**src/rtl/mem_access_arbiter_pkg.sv**
```systemverilog
// Shared definitions for the memory access arbiter: FSM encoding, requester indices
// and the timeout compare helper.
package mem_access_arbiter_pkg;

  typedef logic [1:0] state_t;

  localparam state_t StIdle   = 2'd0;
  localparam state_t StLoad   = 2'd1;
  localparam state_t StAccess = 2'd2;
  localparam state_t StDone   = 2'd3;

  localparam logic PortFetch = 1'b0;
  localparam logic PortExec  = 1'b1;

  localparam int unsigned CntWidth = 8;

  // True on the last ACCESS cycle allowed before the transaction is abandoned.
  function automatic logic timeout_hit(input logic [CntWidth-1:0] cnt,
                                       input int unsigned limit);
    return cnt == CntWidth'(limit - 1);
  endfunction

endpackage

```
**src/rtl/mem_access_arbiter_rr_arbiter2.sv**
```systemverilog
// Two-input round-robin grant: a lone request wins outright, and on a tie the port
// that did not win last time gets the grant.
module mem_access_arbiter_rr_arbiter2 (
  input  logic req0_i,
  input  logic req1_i,
  input  logic last_grant_i,
  output logic valid_o,
  output logic grant_o
);

  always_comb begin
    valid_o = req0_i | req1_i;
    if (req0_i && req1_i) begin
      grant_o = ~last_grant_i;
    end else begin
      grant_o = req1_i;
    end
  end

endmodule

```
**src/rtl/mem_access_arbiter.sv**
```systemverilog
// Arbitrates fetch and execute memory requests, sequencing MAR/MDR through a single
// read or write transaction with ready handshake and timeout.
module mem_access_arbiter
  import mem_access_arbiter_pkg::*;
#(
  parameter int unsigned BitsData = 32,
  parameter int unsigned BitsAddr = 16,
  parameter int unsigned Timeout  = 15
) (
  input  logic                clk_i,
  input  logic                rst_i,
  input  logic                req0_i,
  input  logic                we0_i,
  input  logic [BitsAddr-1:0] addr0_i,
  input  logic [BitsData-1:0] wdata0_i,
  input  logic                req1_i,
  input  logic                we1_i,
  input  logic [BitsAddr-1:0] addr1_i,
  input  logic [BitsData-1:0] wdata1_i,
  output logic                ack0_o,
  output logic                ack1_o,
  output logic                err_o,
  output logic [BitsData-1:0] rdata_o,
  output logic                busy_o,
  output logic [BitsAddr-1:0] mem_addr_o,
  output logic [BitsData-1:0] mem_wdata_o,
  output logic                mem_read_o,
  output logic                mem_write_o,
  input  logic [BitsData-1:0] mem_rdata_i,
  input  logic                mem_ready_i
);

  state_t                state_q, state_d;
  logic                  winner_q, winner_d;
  logic                  we_q, we_d;
  logic [BitsAddr-1:0]   addr_q, addr_d;
  logic [BitsData-1:0]   wdata_q, wdata_d;
  logic [BitsAddr-1:0]   mar_q, mar_d;
  logic [BitsData-1:0]   mdr_q, mdr_d;
  logic [BitsData-1:0]   rdata_q, rdata_d;
  logic [CntWidth-1:0]   cnt_q, cnt_d;
  logic                  err_q, err_d;
  logic                  last_grant_q, last_grant_d;
  logic                  gnt_valid;
  logic                  gnt_idx;

  mem_access_arbiter_rr_arbiter2 u_rr_arbiter2 (
    .req0_i       (req0_i),
    .req1_i       (req1_i),
    .last_grant_i (last_grant_q),
    .valid_o      (gnt_valid),
    .grant_o      (gnt_idx)
  );

  always_comb begin
    state_d      = state_q;
    winner_d     = winner_q;
    we_d         = we_q;
    addr_d       = addr_q;
    wdata_d      = wdata_q;
    mar_d        = mar_q;
    mdr_d        = mdr_q;
    rdata_d      = rdata_q;
    cnt_d        = cnt_q;
    err_d        = err_q;
    last_grant_d = last_grant_q;
    case (state_q)
      StIdle: begin
        if (gnt_valid) begin
          winner_d = gnt_idx;
          if (gnt_idx == PortExec) begin
            we_d    = we1_i;
            addr_d  = addr1_i;
            wdata_d = wdata1_i;
          end else begin
            we_d    = we0_i;
            addr_d  = addr0_i;
            wdata_d = wdata0_i;
          end
          state_d = StLoad;
        end
      end
      StLoad: begin
        mar_d = addr_q;
        if (we_q) begin
          mdr_d = wdata_q;
        end
        cnt_d   = '0;
        err_d   = 1'b0;
        state_d = StAccess;
      end
      StAccess: begin
        if (mem_ready_i) begin
          if (!we_q) begin
            mdr_d   = mem_rdata_i;
            rdata_d = mem_rdata_i;
          end
          err_d   = 1'b0;
          state_d = StDone;
        end else if (timeout_hit(cnt_q, Timeout)) begin
          err_d   = 1'b1;
          state_d = StDone;
        end else begin
          cnt_d = cnt_q + 1'b1;
        end
      end
      StDone: begin
        last_grant_d = winner_q;
        state_d      = StIdle;
      end
      default: state_d = StIdle;
    endcase
  end

  always_ff @(posedge clk_i or posedge rst_i) begin
    if (rst_i) begin
      state_q      <= StIdle;
      winner_q     <= PortFetch;
      we_q         <= 1'b0;
      addr_q       <= '0;
      wdata_q      <= '0;
      mar_q        <= '0;
      mdr_q        <= '0;
      rdata_q      <= '0;
      cnt_q        <= '0;
      err_q        <= 1'b0;
      // Port 0 wins the first tie after reset.
      last_grant_q <= PortExec;
    end else begin
      state_q      <= state_d;
      winner_q     <= winner_d;
      we_q         <= we_d;
      addr_q       <= addr_d;
      wdata_q      <= wdata_d;
      mar_q        <= mar_d;
      mdr_q        <= mdr_d;
      rdata_q      <= rdata_d;
      cnt_q        <= cnt_d;
      err_q        <= err_d;
      last_grant_q <= last_grant_d;
    end
  end

  // Outputs decode straight from state so an async reset drops them at once.
  always_comb begin
    busy_o      = (state_q != StIdle);
    mem_read_o  = (state_q == StAccess) && !we_q;
    mem_write_o = (state_q == StAccess) && we_q;
    ack0_o      = (state_q == StDone) && (winner_q == PortFetch);
    ack1_o      = (state_q == StDone) && (winner_q == PortExec);
    err_o       = (state_q == StDone) && err_q;
    rdata_o     = rdata_q;
    mem_addr_o  = mar_q;
    mem_wdata_o = mdr_q;
  end

endmodule

```
**config.mk**
```make
export PLATFORM = sky130hd
export DESIGN_NAME = mem_access_arbiter
export DESIGN_NICKNAME = d
export VERILOG_FILES = /design/src/rtl/mem_access_arbiter_pkg.sv /design/src/rtl/mem_access_arbiter_rr_arbiter2.sv /design/src/rtl/mem_access_arbiter.sv
export SDC_FILE = /design/constraint.sdc
export NUM_CORES = 1
export LEC_CHECK = 0
export ABC_AREA = 1
export CORE_MARGIN = 2
export CORE_UTILIZATION = 47
export CTS_BUF_LIST = sky130_fd_sc_hd__clkbuf_8
export DETAILED_ROUTE_END_ITERATION = 8
export PLACE_DENSITY = 0.91
export SLEW_MARGIN = 20
export SYNTH_ARGS = -nofsm -noshare
export SYNTH_HDL_FRONTEND = slang
export SYNTH_SLANG_ARGS = --single-unit
```
**constraint.sdc**
```tcl
create_clock -name clk_i -period 4.74 [get_ports clk_i]
set_input_delay 0.474 -clock clk_i [delete_from_list [all_inputs] [get_ports clk_i]]
set_output_delay 0.474 -clock clk_i [all_outputs]
set_load 0.1 [all_outputs]
```
Word level (Yosys, flattened, before mapping)
Index checks and enable logic that the tools add are counted.
{"block": "word_totals", "ff_bits": 142, "inputBits": 135, "out_inout_bits": 86, "elab_cells": 61}
{"block": "op_classes", "add_sub_neg": 1, "n_eq_ne": 11, "n_mux": 18, "bitwise_logic": 4, "n_reduce_logical": 16}
{"op": "two-way mux 32 bit", "count": 4}
{"op": "one-hot mux 32 bit (2 select lines)", "count": 1}
{"op": "two-way mux 16 bit", "count": 1}
{"op": "two-way mux 8 bit", "count": 2}
{"op": "one-hot mux 8 bit (2 select lines)", "count": 1}
{"op": "!= test 2 bit (second input constant)", "count": 6}
{"op": "adder 8 x 1 -> 8 bit (second input constant)", "count": 1}
{"op": "== test 8 x 4 -> 1 bit (second input constant)", "count": 1}
{"op": "one-hot mux 2 bit (4 select lines)", "count": 1}
{"op": "logical AND 1 bit", "count": 6}
{"op": "two-way mux 2 bit", "count": 3}
{"op": "AND reduction 2 bit", "count": 3}
{"op": "AND reduction 3 bit", "count": 2}
{"op": "== test 2 bit (second input constant)", "count": 2}
{"op": "two-way mux 1 bit", "count": 4}
{"op": "AND reduction 4 bit", "count": 1}
{"op": "nonzero test 2 bit", "count": 2}
{"op": "!= test 3 bit (second input constant)", "count": 1}
{"op": "NOT 1 bit", "count": 3}
{"op": "== test 2 x 1 -> 1 bit (second input constant)", "count": 1}
{"op": "zero test 2 bit", "count": 1}
{"op": "one-hot mux 1 bit (2 select lines)", "count": 1}
{"op": "zero test 1 bit", "count": 1}
{"op": "OR 1 bit", "count": 1}

Longest topological paths before layout
Gate-level depths: netlist (run 1).
{"block": "logic_depth", "depth_word": 4, "mapped_depth": 9, "ltp_nobuf": 9}

By module
From an unflattened synthesis (run 1), not the netlist that was laid out.
{"block": "hier_totals", "hier_cells": 681, "hier_area_um2": 6284.8}
{"mod": "mem_access_arbiter", "instances": 1, "cells_each": 678, "area_per_inst_um2": 6269.8, "seq_area_each_um2": 3554.7}
{"mod": "mem_access_arbiter_rr_arbiter2", "instances": 1, "cells_each": 3, "area_per_inst_um2": 15.0, "seq_area_each_um2": 0.0}

Worst setup path after synthesis (run 1)
Ideal clock, no wire load.
{"block": "synth_path", "kind": "register to register", "from": "register state_q[0]", "to": "register rdata_q[0], in the netlist rdata_o[0]", "setup_ns": 0.126, "t_arrival_ns": 2.299, "t_required_ns": 4.614, "slack_ns": 2.315, "stages_incl_launch_ff": 8, "path_buffers": 1, "synth_period_minus_slack_ns": 2.425, "path_cell_list": "dfrtp_1 -> inv_1 -> ha_1 -> inv_2 -> nor2_2 -> nand2_1 -> buf_2 -> mux2_2"}
{"block": "synth_between", "elab_chain_cells": 2}
{"item": "start: declaration", "line_no": "mem_access_arbiter.sv:33", "source": "state_t state_q, state_d;"}
{"item": "start signal: assignment", "line_no": "mem_access_arbiter.sv:117", "source": "state_q <= StIdle;"}
{"item": "start signal: assignment", "line_no": "mem_access_arbiter.sv:130", "source": "state_q <= state_d;"}
{"item": "== test 2 bit", "line_no": "mem_access_arbiter.sv:67", "source": "case (state_q)"}
{"item": "AND reduction 3 bit (no line)"}
{"item": "end signal: assignment", "line_no": "mem_access_arbiter.sv:137", "source": "rdata_q <= rdata_d;"}
{"item": "end: declaration", "line_no": "mem_access_arbiter.sv:40", "source": "logic [BitsData-1:0] rdata_q, rdata_d;"}
Every way passes these cells.
A chain may end at the register's enable or synchronous reset.

Worst setup path after layout (run 1)
{"block": "layout_path", "from": "register state_q[0]", "to": "output mem_read_o"}
{"block": "layout_between", "elab_chain_cells": 2}
{"item": "== test 2 bit", "line_no": "mem_access_arbiter.sv:147", "source": "mem_read_o = (state_q == StAccess) && !we_q;"}
{"item": "logical AND 1 bit", "line_no": "mem_access_arbiter.sv:147"}
{"item": "end: declaration", "line_no": "mem_access_arbiter.sv:27", "source": "output logic mem_read_o,"}
Every way passes these cells.

==> qor.txt, run 1 <==
FF-to-FF Start = state_q[0]$_DFFE_PP0P_
cell area after synthesis = 0.006260 mm²
min cycle time layout = 3.163 ns
clk slew on worst S/H paths = 0.07 ns
Die Area = 0.01426 mm²
number of global-route vias before repair = 5583
DRC viols = 0
# setup viols final = 0
Mean Syn Cell Area = 9.343 µm²
Critical Path Source Type = register
post-synthesis simple-gate area fraction = 0.1205
Gate Count Post-Synth = 670
Synth area leaders = dfrtp_1 (56%), o21ai_0 (7.8%), mux2_2 (7.2%), nor2_1 (5.8%), nand2_1 (4.9%)
cell taking the most area after synthesis = dfrtp_1
Synth top cells by count = dfrtp_1 (141), o21ai_0 (98), nor2_1 (96)
TritonCTS clock tree = yes
Hold Vio Cnt, Final = 0
H-tree depth = 4
Initial Util = 0.4765
RSZ-0062 raised after global routing = no
CP endpoint kind = primary output
fmax = 316.2 MHz
most common cell in the netlist = dfrtp_1
diodes inserted = 0
DPL Wire Length = 11380 µm
share of layout cells above drive strength 1 = 0.1001
initial antenna violation count = 0
TritonCTS Buffers = 17
Nets = 1017
Slew HR = 0.3091
Seq cells post-synth = 142
DR vias = 5547
EDFF count, synth = 0
Most used DFF post-synth = dfrtp_1
adder-cell share of the synthesized area = 0.01199
CTS Buffer Depth = 2
DIE WIDTH = 119.4 µm
combinational family with the most area after synthesis = compound AO/OA/AOI/OAI gates
I/O Pins = 221
# fillers = 1013
post-synthesis xor/xnor area fraction = 0
Post CTS Setup Buffer Count = 0
design area = 0.009079 mm²
status = complete, no violations
Final period util = 0.6673
Die H = 119.4 µm
CTS sink count = 142
first-pass GRT wire length = 27430 µm
Initial DRC Count = 393
largest net degree at the start of global routing = 117
Seq/Total Area, Yosys = 0.5679
max_cap viols = 0
Worst R2R Setup Slack = 1.92 ns
core area = 0.01314 mm²
Yosys cell types = 27
Routed WL per cell = 16.02 µm
max-slew violation count = 0
DRT Pass-1 Iters = 5
Rows = 42
post-cts sizing count = 0
post-synth net total = 811
crit path launch = state_q[0]$_DFFE_PP0P_
Area Growth Syn to Fin = 45.03%
Crit Path Class = register to primary output
Hold Startpoint = addr_q[11]$_DFFE_PP0P_
async set-reset flop share out of synthesis = 1.000
Clk Tree Root Cell = clkbuf_8
Critical Path RT = 4.27 ns
Antenna Nets Post-Route = 0
dpl cell area = 0.008572 mm²
total negative setup slack = 0 ns
Hold WC Path Type = register to register
WL final = 17070 µm
Syn. warnings = 0
gpl congestion = 0.8270
grt total ovfl = 0
Setup Skew = 0.009344 ns
top cell type's share of synthesized area = 0.5637
drt via density = 5.208
Total GRT Usage = 0.2455
CTS Hold Bufs = 0
input/output buffers = 220
clock latency on the worst-skew pair = 0.44 ns
worst-margin pin slew = 1.033 ns
CP Max Fanout = 11
Arrival @ worst endpoint = 2.69 ns
post-synthesis mux area share = 0.07196
compound-gate portion of the synthesized area = 0.1627
[flip-flops by register name, indices dropped and copies added, names as in the netlist, 2 cells and up]
| name | cells |
|---|---|
| mem_addr_o | 16 |
| state_q | 2 |
| wdata_q | 32 |
| mem_wdata_o | 32 |
| rdata_o | 32 |
| cnt_q | 8 |
| addr_q | 16 |
[layout make-up]
class                   count  area (µm²)  share of cell area
clock inverters            13       242.7             0.02674
well taps                 176       220.2             0.02426
flip-flops and latches    142        3555              0.3915
clock buffers              19       261.5             0.02880
inverters                  61       236.5             0.02605
repair buffers            227        2255              0.2483
multi-input cells         427        2308              0.2543
[worst paths after layout]
check | to | cells past startpoint
worst max register to register | mem_wdata_o[26]$_DFFE_PP0P_ | 9
min in group asynchronous | state_q[1]$_DFFE_PP0P_ | 2
worst max-delay path | mem_read_o | 5
max in group asynchronous | rdata_o[27]$_DFFE_PP0P_ | 3
worst min register to register | addr_q[11]$_DFFE_PP0P_ | 2
worst min-delay path | addr_q[11]$_DFFE_PP0P_ | 2
[per-layer routing]
layer / GRT usage / part of all wire
met1: 0.3015 / 0.41
met2: 0.4124 / 0.49
met3: 0.07375 / 0.074
met4: 0.08750 / 0.026
met5: 0 / 0
[stage by stage]
| step | std cells | hold WS [ns] | utilization | setup WS (ns) |
|---|---|---|---|---|
| final | 1065 | 0.4869 | 0.6910 | 1.577 |
| after global routing | 1065 | 0.5144 | 0.6910 | 1.423 |
| after CTS | 1065 | 0.4880 | 0.6909 | 1.562 |
| after detailed placement | 1033 | 0.4708 | 0.6525 | 1.980 |
| after global placement | 1033 | 0.4642 | 0.6525 | 2.072 |
| after floorplan | 670 | 0.4476 | - | 0.4581 |
[logic make-up after synthesis]
group	count (synthesis)
DFF	142
adders and majority gates	6
AOI/OAI and AO/OA	187
buffers and inverters	101
muxes	40
and+or+nand+nor	194
[layout by cell type (no fill, tap or decap), types with 2 or more instances in the layout]
cell | synthesis | final
a21oi_1 | 41 | 41
a21oi_4 | 2 | 3
buf_4 | 3 | 7
bufinv_16 | 0 | 7
clkbuf_8 | 0 | 19
clkdlybuf4s50_1 | 0 | 220
clkinv_2 | 0 | 2
clkinvlp_4 | 0 | 2
dfrtp_1 | 141 | 141
ha_1 | 6 | 6
inv_1 | 56 | 57
inv_2 | 4 | 4
mux2_2 | 40 | 40
nand2_1 | 82 | 81
nand3_1 | 11 | 11
nor2_1 | 96 | 96
o21ai_0 | 98 | 98
o21ai_1 | 2 | 2
o21bai_1 | 2 | 2
o22ai_1 | 41 | 41
[critical path, stage by stage, from the launching register on]
cell and delay, ns:
dfrtp_1 0.42, inv_1 0.10, ha_1 0.38, inv_2 0.07
nor2_2 0.13, clkdlybuf4s50_1 1.15
Power of run 1 is left out: the tool's default activity adds up to more than one toggle a clock period on the data nets, which glitch-free logic cannot reach.
==> run 2: changes to the inputs <==
Clock period 4.74 ns to 3 ns, I/O delays scaled along.
==> run 2 against run 1 <==
Against the previous run: worst hold slack got worse by 0.26 ns; critical path depth decreased by 4; non-clock buffer count increased by 4; highest routed layer unchanged; routed wire length decreased by 0.77%.
==> qor.txt, run 2 (synthesis results as in run 1) <==
Critical Path Source Type = register
max_cap viols = 0 (unchanged)
FF-to-FF Start = state_q[0]$_DFFE_PP0P_
Die Area = 0.01426 mm² (unchanged)
Total GRT Usage = 0.2476 (+0.002072)
Setup Skew = 0.009068 ns (-0.0002762 ns)
status = complete, no violations
worst-margin pin slew = 0.9820 ns (-0.05107 ns)
number of global-route vias before repair = 5529 (-0.97%)
Slew HR = 0.3433 (+0.03415)
commonest cells after routing, fill and taps aside = clkdlybuf4s50_1 (175), dfrtp_1 (141), o21ai_0 (98)
largest net degree at the start of global routing = 73 (-38%)
crit path launch = rdata_o[26]$_DFFE_PP0P_
Rows = 42 (unchanged)
Final period util = 0.7576
post-cts sizing count = 0 (unchanged)
gpl congestion = 0.8104 (-2.0%)
DRC viols = 0 (unchanged)
CP Max Fanout = 2 (-9)
TritonCTS Buffers = 17 (unchanged)
Max stage delay cell, worst path = clkdlybuf4s50_1
fmax = 440.0 MHz
share of layout cells above drive strength 1 = 0.1536 (+0.05347)
DRT Pass-1 Iters = 4 (-1)
largest delay contributor family on the critical path = buffers and inverters
H-tree depth = 4 (unchanged)
RSZ-0062 raised after global routing = no
total negative setup slack = 0 ns (unchanged)
diodes inserted = 0 (unchanged)
max-slew violation count = 0 (unchanged)
Clk Tree Root Cell = clkbuf_8
Initial DRC Count = 360 (-8.4%)
core area = 0.01314 mm² (unchanged)
first-pass GRT wire length = 27540 µm (+0.43%)
Post CTS Setup Buffer Count = 0 (unchanged)
Worst path max stage delay = 1.15 ns (about the same)
CP endpoint kind = primary output
most common cell after layout, fill and taps aside = clkdlybuf4s50_1
Routed WL per cell = 15.86 µm (-1.1%)
Crit Path Class = register to primary output
clock latency on the worst-skew pair = 0.45 ns (about the same)
drt via density = 5.219 (+0.20%)
crit path buf inv count = 1 (-2)
Antenna Nets Post-Route = 0 (unchanged)
DR vias = 5574 (+0.49%)
# setup viols final = 0 (unchanged)
Die H = 119.4 µm (unchanged)
DPL Wire Length = 11670 µm (+2.5%)
Area Growth Syn to Fin = 43.75%
grt total ovfl = 0 (unchanged)
Initial Util = 0.4765 (unchanged)
Hold Vio Cnt, Final = 0 (unchanged)
DIE WIDTH = 119.4 µm (unchanged)
WL final = 16930 µm (-0.77%)
CTS sink count = 142 (unchanged)
clk slew on worst S/H paths = 0.08 ns (about the same)
Critical Path RT = 2.70 ns (-1.57 ns)
min cycle time layout = 2.273 ns
initial antenna violation count = 0 (unchanged)
TritonCTS clock tree = yes
CTS Hold Bufs = 0 (unchanged)
CTS Buffer Depth = 2 (unchanged)
I/O Pins = 221 (unchanged)
input/output buffers = 220 (unchanged)
Arrival @ worst endpoint = 1.97 ns (-0.72 ns)
crit-path cells = clkdlybuf4s50_1
Hold WC Path Type = input port to async pin
# fillers = 1023 (+0.99%)
Nets = 1021 (+0.39%)
-- run 2: cell count changes in the layout (fill, tap and decap cells not counted) --
cell,change
clkdlybuf4s50_1,-45
buf_4,+43
buf_12,+6
bufinv_16,-2
clkbuf_8,-2
clkinv_2,+2
clkinv_4,+1
clkinvlp_4,+1
inv_8,-1
-- run 2: final cells by class --
type                       count  area, µm²  area share
clock buffer                  17      234.0     0.02600
clock inverter                14      201.4     0.02239
inverter                      61      232.7     0.02586
multi-input combinational    427       2308      0.2565
sequential                   142       3555      0.3950
tap                          176      220.2     0.02447
timing repair buffer         231       2247      0.2497
-- run 2: through the flow --
stage | hold WS (ns) | setup WS (ns) | instance area (µm²) | std cells | utilization
6_report | 0.2263 | 0.7272 | 8999 | 1068 | 0.6850
5_1_grt | 0.2378 | 0.5985 | 8999 | 1068 | 0.6850
4_1_cts | 0.2099 | 0.7068 | 8999 | 1068 | 0.6850
3_5_place_dp | 0.4748 | 0.7547 | 8563 | 1037 | 0.6518
3_3_place_gp | 0.4667 | 0.8429 | 8563 | 1037 | 0.6518
2_1_floorplan | 0.4476 | 0.5753 | 6264 | 670 | -
-- run 2: worst paths after layout --
check	to	slack (ns)	depth (start not counted)
worst min-delay path	rdata_o[23]$_DFFE_PP0P_	0.23	2
worst max register to register	rdata_o[24]$_DFFE_PP0P_	0.74	7
worst max-delay path	rdata_o[26]	0.73	1
worst min register to register	last_grant_q$_DFFE_PP1N_	0.49	2
max in group asynchronous	last_grant_q$_DFFE_PP1N_	2.01	3
min in group clk_i	addr_q[6]$_DFFE_PP0P_	0.46	3
-- run 2: layer usage --
layer	track usage	up-vias	routed length (µm)
met3	0.08094	39	1287
met4	0.08824	0	346
li1	-	2655	-
met1	0.3062	2655	7210
met2	0.4084	225	8089
met5	0	-	0
Power of run 2 is left out for the same reason.
==> run 3: changes to the inputs <==
Clock period 3 ns to 2.3 ns, I/O delays scaled along.
==> run 3 against run 2 <==
Against the previous run: die area did not move; global-route usage is 0.25 points higher; design area hardly changed; setup slack got worse by 0.26 ns; count of clock-buffer cells in the layout up 1; final cell count rose by 0.66%; critical path type unchanged; highest routed layer is now met5.
==> qor.txt, run 3 (synthesis results as in run 1) <==
I/O Pins = 221 (unchanged)
Clk Tree Root Cell = clkbuf_8
Hold WC Path Type = input port to async pin
largest net degree at the start of global routing = 79 (+8.2%)
DR vias = 5594 (+0.36%)
Critical Path Source Type = register
clk slew on worst S/H paths = 0.08 ns (about the same)
Initial Util = 0.4765 (unchanged)
Routed WL per cell = 15.85 µm (about the same)
grt total ovfl = 0 (unchanged)
largest delay contributor family on the critical path = buffers and inverters
DPL Wire Length = 11890 µm (+1.9%)
CP endpoint kind = primary output
core area = 0.01314 mm² (unchanged)
DR WL met3 = 1509 µm (+17%)
Post CTS Setup Buffer Count = 0 (unchanged)
top sig layer = met5
share of layout cells above drive strength 1 = 0.2049 (+0.05131)
max-slew violation count = 0 (unchanged)
Rows = 42 (unchanged)
clock latency on the worst-skew pair = 0.44 ns (about the same)
WL final = 17040 µm (+0.60%)
Nets = 1026 (+0.49%)
M1 wire length = 6748 µm (-6.4%)
fmax = 545.0 MHz
Max stage delay cell, worst path = dfrtp_1
crit-path cells = inv_1 > ha_1 > inv_1 > buf_4
TritonCTS clock tree = yes
Antenna Nets Post-Route = 0 (unchanged)
# setup viols final = 0 (unchanged)
Critical Path RT = 2.07 ns (-0.63 ns)
CP Max Fanout = 4 (+2)
status = complete, no violations
Slew HR = 0.3449 (+0.001583)
# fillers = 1058 (+3.4%)
Die Area = 0.01426 mm² (unchanged)
DRT Pass-1 Iters = 5 (+1)
Setup Skew = 0.01028 ns (+0.001215 ns)
Final period util = 0.7977
H-tree depth = 4 (unchanged)
gpl congestion = 0.7861 (-3.0%)
DRC viols = 0 (unchanged)
crit path buf inv count = 3 (+2)
min cycle time layout = 1.835 ns
Area Growth Syn to Fin = 43.67% (about the same)
RSZ-0062 raised after global routing = no
CTS Hold Bufs = 0 (unchanged)
Total GRT Usage = 0.2501 (+0.002461)
Worst path max stage delay = 0.40 ns (-0.75 ns)
met2 wire len = 8340 µm (+3.1%)
initial antenna violation count = 2 (+2)
input/output buffers = 220 (unchanged)
most used cell along the critical path = inv_1
worst-margin pin slew = 0.9812 ns (-0.0007288 ns)
Hold Vio Cnt, Final = 0 (unchanged)
first-pass GRT wire length = 27740 µm (+0.73%)
number of global-route vias before repair = 5703 (+3.1%)
Die H = 119.4 µm (unchanged)
Arrival @ worst endpoint = 1.60 ns (-0.37 ns)
CTS Buffer Depth = 2 (unchanged)
post-cts sizing count = 0 (unchanged)
Crit Path Class = register to primary output
total negative setup slack = 0 ns (unchanged)
CTS sink count = 142 (unchanged)
DIE WIDTH = 119.4 µm (unchanged)
Initial DRC Count = 354 (-1.7%)
most common cell after layout, fill and taps aside = dfrtp_1
TritonCTS Buffers = 17 (unchanged)
commonest cells after routing, fill and taps aside = dfrtp_1 (141), clkdlybuf4s50_1 (134), o21ai_0 (98)
drt via density = 5.204 (-0.29%)
max_cap viols = 0 (unchanged)
## run 3: cell type report
class,instances,area [µm²],area share
antenna,1,2.502,0.0002782
clock buffer,18,247.7,0.02755
clock inverter,14,192.7,0.02142
inverter,61,232.7,0.02588
multi-input combinational,427,2311,0.2570
sequential,142,3555,0.3952
tap,176,220.2,0.02449
timing repair buffer,236,2232,0.2482
## run 3: routing by layer
layer	global-route usage	vias to the layer above
met2	0.4249	253
met4	0.1044	2
met5	0	-
met1	0.2908	2639
li1	-	2662
met3	0.08285	38
## run 3: path summary, 6_finish.rpt
| path | cells after the start | endpoint | slack [ns] | startpoint |
|---|---|---|---|---|
| worst min register to register | 2 | addr_q[13]$_DFFE_PP0P_ | 0.49 | addr_q[13]$_DFFE_PP0P_ |
| worst min-delay path | 2 | rdata_o[0]$_DFFE_PP0P_ | 0.25 | rst_i |
| worst max register to register | 8 | addr_q[8]$_DFFE_PP0P_ | 0.51 | state_q[1]$_DFFE_PP0P_ |
| worst max-delay path | 4 | busy_o | 0.47 | state_q[0]$_DFFE_PP0P_ |
| max in group asynchronous | 3 | last_grant_q$_DFFE_PP1N_ | 1.41 | rst_i |
| min in group clk_i | 3 | wdata_q[15]$_DFFE_PP0P_ | 0.39 | wdata1_i[15] |
## run 3: stage by stage
stage / setup slack (ns) / hold slack [ns] / instance area (µm²) / utilization / instances
after detailed placement: 0.3399 / 0.4759 / 8551 / 0.6509 / 1042
after CTS: 0.4056 / 0.2359 / 8991 / 0.6844 / 1074
after floorplan: 0.2116 / 0.3804 / 6269 / - / 670
after global placement: 0.4032 / 0.4680 / 8551 / 0.6509 / 1042
final: 0.4652 / 0.2453 / 8994 / 0.6846 / 1075
after global routing: 0.3305 / 0.2619 / 8991 / 0.6844 / 1074
Power of run 3 is left out for the same reason.
